==> config.mk <==
export PLATFORM = sky130hd
export DESIGN_NAME = fp8x8_unpack_seq
export DESIGN_NICKNAME = d
export VERILOG_FILES = /design/src/rtl/fp8x8_unpack_seq.sv
export SDC_FILE = /design/constraint.sdc
export NUM_CORES = 1
export LEC_CHECK = 0
export BUFFER_PORTS_ARGS = -buffer_cell sky130_fd_sc_hd__clkbuf_2
export CAP_MARGIN = 20
export CORE_MARGIN = 2
export CORE_UTILIZATION = 54
export DETAILED_ROUTE_END_ITERATION = 10
export PLACE_DENSITY = 0.91
export SKIP_CTS_REPAIR_TIMING = 1
export SYNTH_ARGS = -nofsm -noshare
export SYNTH_HDL_FRONTEND = slang
export SYNTH_SLANG_ARGS = --single-unit
==> constraint.sdc <==
create_clock -name clk -period 5 [get_ports clk]
set_clock_uncertainty 0.05 [all_clocks]
set_input_delay 0.75 -clock clk [delete_from_list [all_inputs] [get_ports clk]]
set_output_delay 0.75 -clock clk [all_outputs]
set_load 0.005 [all_outputs]
==> src/rtl/fp8x8_unpack_seq.sv <==
// Unpacks a 64-bit word of E5M2 FP8 lanes and streams the enabled lanes, one per cycle,
// through a single FP8->FP64 converter with lane index, tag and last-of-word flag.
module fp8x8_unpack_seq #(
  parameter int NLANES   = 8,
  parameter int TAGW     = 4,
  parameter bit ZERO_FIX = 1'b1,
  localparam int LW      = (NLANES > 1) ? $clog2(NLANES) : 1
) (
  input  logic                  clk,
  input  logic                  rst,
  input  logic                  req_valid,
  output logic                  req_ready,
  input  logic [8*NLANES-1:0]   req_data,
  input  logic [NLANES-1:0]     req_mask,
  input  logic [TAGW-1:0]       req_tag,
  output logic                  res_valid,
  input  logic                  res_ready,
  output logic [63:0]           res_data,
  output logic [LW-1:0]         res_lane,
  output logic [TAGW-1:0]       res_tag,
  output logic                  res_last,
  output logic                  busy,
  output logic [15:0]           words_done
);

  typedef enum logic {IDLE, RUN} state_e;

  state_e               state_q, state_d;
  logic [8*NLANES-1:0]  data_q;
  logic [NLANES-1:0]    mask_q;
  logic [TAGW-1:0]      tag_q;
  logic [LW-1:0]        ptr_q;
  logic [15:0]          cnt_q;

  logic                 accept, fire, word_done, has_next;
  logic [LW-1:0]        first_lane, next_lane;
  logic [7:0]           lane_byte;

  // The lowest set bit is found by scanning downward so the last hit wins.
  function automatic logic [LW-1:0] lowest_set(input logic [NLANES-1:0] m);
    logic [LW-1:0] idx;
    idx = '0;
    for (int i = NLANES - 1; i >= 0; i--) begin
      if (m[i]) idx = LW'(i);
    end
    return idx;
  endfunction

  function automatic logic [63:0] fp8_to_fp64(input logic [7:0] b);
    logic        sgn;
    logic [4:0]  e;
    logic [1:0]  f;
    logic [10:0] e64;
    sgn = b[7];
    e   = b[6:2];
    f   = b[1:0];
    e64 = (e == 5'h1F) ? 11'h7FF : ({6'd0, e} + 11'h3F0);
    if (ZERO_FIX && (e == 5'd0)) return {sgn, 63'd0};
    return {sgn, e64, f, 50'd0};
  endfunction

  // Next enabled lane strictly above the pointer; has_next=0 marks the last lane.
  always_comb begin
    // NOTE: every always_comb output gets a default first so no path can infer a latch.
    next_lane = '0;
    has_next  = 1'b0;
    for (int i = NLANES - 1; i >= 0; i--) begin
      if (mask_q[i] && (LW'(i) > ptr_q)) begin
        next_lane = LW'(i);
        has_next  = 1'b1;
      end
    end
  end

  assign first_lane = lowest_set(req_mask);
  assign lane_byte  = data_q[8*ptr_q +: 8];
  assign accept     = (state_q == IDLE) && req_valid;
  assign fire       = (state_q == RUN) && res_ready;
  assign word_done  = (accept && (req_mask == '0)) || (fire && !has_next);

  always_ff @(posedge clk) begin
    // NOTE: sequential state uses non-blocking assignments so every register samples pre-edge values.
    if (rst) state_q <= IDLE;
    else     state_q <= state_d;
  end

  always_comb begin
    state_d = state_q;
    case (state_q)
      IDLE:    if (req_valid && (req_mask != '0)) state_d = RUN;
      RUN:     if (res_ready && !has_next)        state_d = IDLE;
      default: state_d = IDLE;
    endcase
  end

  always_comb begin
    req_ready = (state_q == IDLE);
    busy      = (state_q == RUN);
    res_valid = (state_q == RUN);
  end

  always_ff @(posedge clk) begin
    // NOTE: captured word registers are reset too, so a dropped word leaves no stale lanes behind.
    if (rst) begin
      data_q <= '0;
      mask_q <= '0;
      tag_q  <= '0;
      ptr_q  <= '0;
      cnt_q  <= '0;
    end else begin
      if (accept) begin
        data_q <= req_data;
        mask_q <= req_mask;
        tag_q  <= req_tag;
        ptr_q  <= first_lane;
      end else if (fire && has_next) begin
        ptr_q  <= next_lane;
      end
      if (word_done) cnt_q <= cnt_q + 16'd1;
    end
  end

  assign res_data   = fp8_to_fp64(lane_byte);
  assign res_lane   = ptr_q;
  assign res_tag    = tag_q;
  assign res_last   = !has_next;
  assign words_done = cnt_q;

endmodule

==> flow_summary.json <==
{
  "rows": 34,
  "status": "finished clean",
  "drive_gt1_share_pct": 22.9,
  "dieArea_sq_um": 9960,
  "start_util_pct": 56.3,
  "first_global_vias": 4136,
  "ant_nets": 0,
  "cpMostUsedCell": "nand2_1",
  "ys.flop_type": "dfxtp_1",
  "maxCapViolCount": 0,
  "synth_area_leaders": "dfxtp_1 38%, nand2_1 13%, a21oi_1 9.2%",
  "met3_length_um": 861,
  "critical_path_class": "flop to output port",
  "max-vdd-ir-drop_uv": 244,
  "post-route-period-util_pct": 76.5,
  "clk_pin_slew_ns": 0.10,
  "num_vias": 4485,
  "postSynth.asyncResetShare_pct": 0,
  "routed.top_layer": "met4",
  "slew_headroom_pct": 31.5,
  "max_freq_mhz": 261,
  "synth_top_cell_area_share_pct": 38.4,
  "grt_use_total_pct": 23.9,
  "grt_pass1_wl_um": 19100,
  "worst-path-buf-inv": 1,
  "drcViolationCount": 0,
  "io_pins": 171,
  "drt_iter0_drc": 397,
  "numCtsBuffers": 9,
  "finalWorstSetupSlack_ns": 1.17,
  "synth_area_leader_cell": "dfxtp_1",
  "cp_max_fo": 26,
  "power_frac_clock_pct": 34.2,
  "dieHeight_um": 99.8,
  "slew_viol_final": 0,
  "nets": 783,
  "portBuffers": 120,
  "htreeDepth": 3,
  "synth-seq-cells": 95,
  "post-place-cells": 798,
  "power_density_nw_per_um2": 308,
  "synth_area_sq_um": 4960,
  "end_kind": "output port",
  "yosys.cell_types.count": 52,
  "ys_warn_count": 0,
  "crit_path_cell_trace": "mux4_2 > nand2_1 > nand2_1 > nand3_1 > a211oi_1 > clkbuf_2",
  "via_per_inst": 5.50,
  "synth-edff-count": 0,
  "setup_tns_ns": 0,
  "fin_area_sq_um": 5550,
  "worstPathArrival_ns": 3.03,
  "antenna_found_initial": 0,
  "dieWidth_um": 99.8,
  "root_buffer": "clkbuf_8",
  "worstMarginPinSlew_ns": 1.03,
  "pwr-share-seq_pct": 48.7,
  "swShare_pct": 29.0,
  "wl_per_cell_um": 14.6,
  "hold_slack_ns": 0.415,
  "met2_wirelength_um": 6340,
  "p_switching_mw": 0.496,
  "p_int_mw": 1.22,
  "syn_to_final_growth_pct": 12.0,
  "cts_tree": "built",
  "cp_top_family": "flip-flops",
  "drt-met1-wl_um": 4480,
  "dp_hpwl_um": 8570,
  "clockBufferDepth": 2,
  "setup-violations-final": 0,
  "synth_cells": 619,
  "syn_avg_cell_area_sq_um": 8.01,
  "firstDrtPassIters": 5,
  "rsz0062_at_grt": "false",
  "clkLatencyLatePin_ns": 0.37,
  "required_ns": 4.20,
  "instances_no_fill": 815,
  "hold_class": "flop to flop",
  "routabilityCongestion": 0.890,
  "cts.sinks": 95,
  "grt_max_degree": 108,
  "drt-total-wl_um": 11900,
  "period_needed_ns": 3.83,
  "fp.coreArea_sq_um": 8810,
  "antennaDiodeCount": 0,
  "cp_slowest_stage_delay_ns": 1.01,
  "hold_viol": 0,
  "p_leak_nw": 2.45,
  "yosysSeqAreaShare_pct": 38.4,
  "grt_remaining_overflow": 0,
  "cp_slowest_cell": "dfxtp_1",
  "dpl_cell_area_sq_um": 5300,
  "place_ws_ns": 1.47,
  "cp-start-kind": "flop",
  "power_frac_comb_pct": 17.0
}
## power groups by stage
stage	clock, mW	combinational [mW]	sequential, mW
6_report	0.586	0.291	0.834
5_1_grt	0.622	0.322	0.841
4_1_cts	0.590	0.281	0.838
3_5_place_dp	0	0.280	0.855
3_3_place_gp	0	0.271	0.853
2_1_floorplan	0	0.245	0.832
## metal layers
layer  track usage, %  up-vias
met5                0        -
met4             7.38        0
met3             4.87       22
met2             42.7      216
met1             28.9     2082
li1                 -     2165
## state kept, by name, summed over array words and instances (netlist names)
| signal | cells |
|---|---|
| busy | 1 |
| data_q | 64 |
| mask_q | 7 |
| res_lane | 3 |
| res_tag | 4 |
| words_done | 16 |
## area by class of cell
class                           instances  area (sq um)
Timing Repair Buffer                  124           641
Clock inverter                          7           114
Multi-Input combinational cell        467          2620
Inverter                                5          18.8
Clock buffer                            9           124
Sequential cell                        95          1900
Fill cell                             765          3250
Tap cell                              108           135
## worst min-delay path, stage by stage (launching register included)
cell     delay (ns)
dfxtp_1        0.32
nand2_1        0.05
a21oi_1        0.05
## logic make-up (layout without fill, tap and decap cells)
kind of cell,Yosys count,after routing,synth area share (%)
adders and majority gates,1,1,0.252
buffers and inverters,106,145,12.7
AOI/OAI and AO/OA,125,125,14.1
DFF,95,95,38.4
other,1,50,0.0756
and+or+nand+nor,260,260,23.6
muxes,31,31,10.9
## Yosys cell counts (all sizes together) (10+ instances only)
cell type and instances:
buf 66, mux2 14, dfxtp 95, clkbuf 35
mux4 16, a21oi 91, nor2b 18, nand4 10
nand3 11, nor2 17, nand2 174
## layout by cell type, fill, tap and decap left out, drive strengths merged, types with 3 or more instances in the layout
master  Yosys  layout
nand2     174     174
clkbuf     35     128
dfxtp      95      95
a21oi      91      91
conb        1      50
nor2b      18      18
nor2       17      17
mux4       16      16
mux2       14      14
nand3      11      11
nand4      10      10
and3        8       8
o21ai       8       8
inv         5       7
nor3b       5       5
buf        66       5
nand2b      4       4
a211oi      3       3
and4        3       3
clkinv      0       3
## per-stage QoR
stage	total power, mW	utilization (%)
2_1_floorplan	1.08	-
3_3_place_gp	1.12	60.2
3_5_place_dp	1.14	60.2
4_1_cts	1.71	62.9
5_1_grt	1.78	63.0
6_report	1.71	63.0
## worst paths after layout
path / depth (start not counted) / slack (ns) / start / to
worst max-delay path: 6 / 1.17 / res_lane[1] / res_data[56]
worst min register to register: 2 / 0.41 / data_q[55] / data_q[55]
worst min-delay path: 2 / 0.41 / data_q[55] / data_q[55]
worst max register to register: 5 / 2.10 / res_lane[1] / words_done[5]
(Power assumes the default switching activity.)
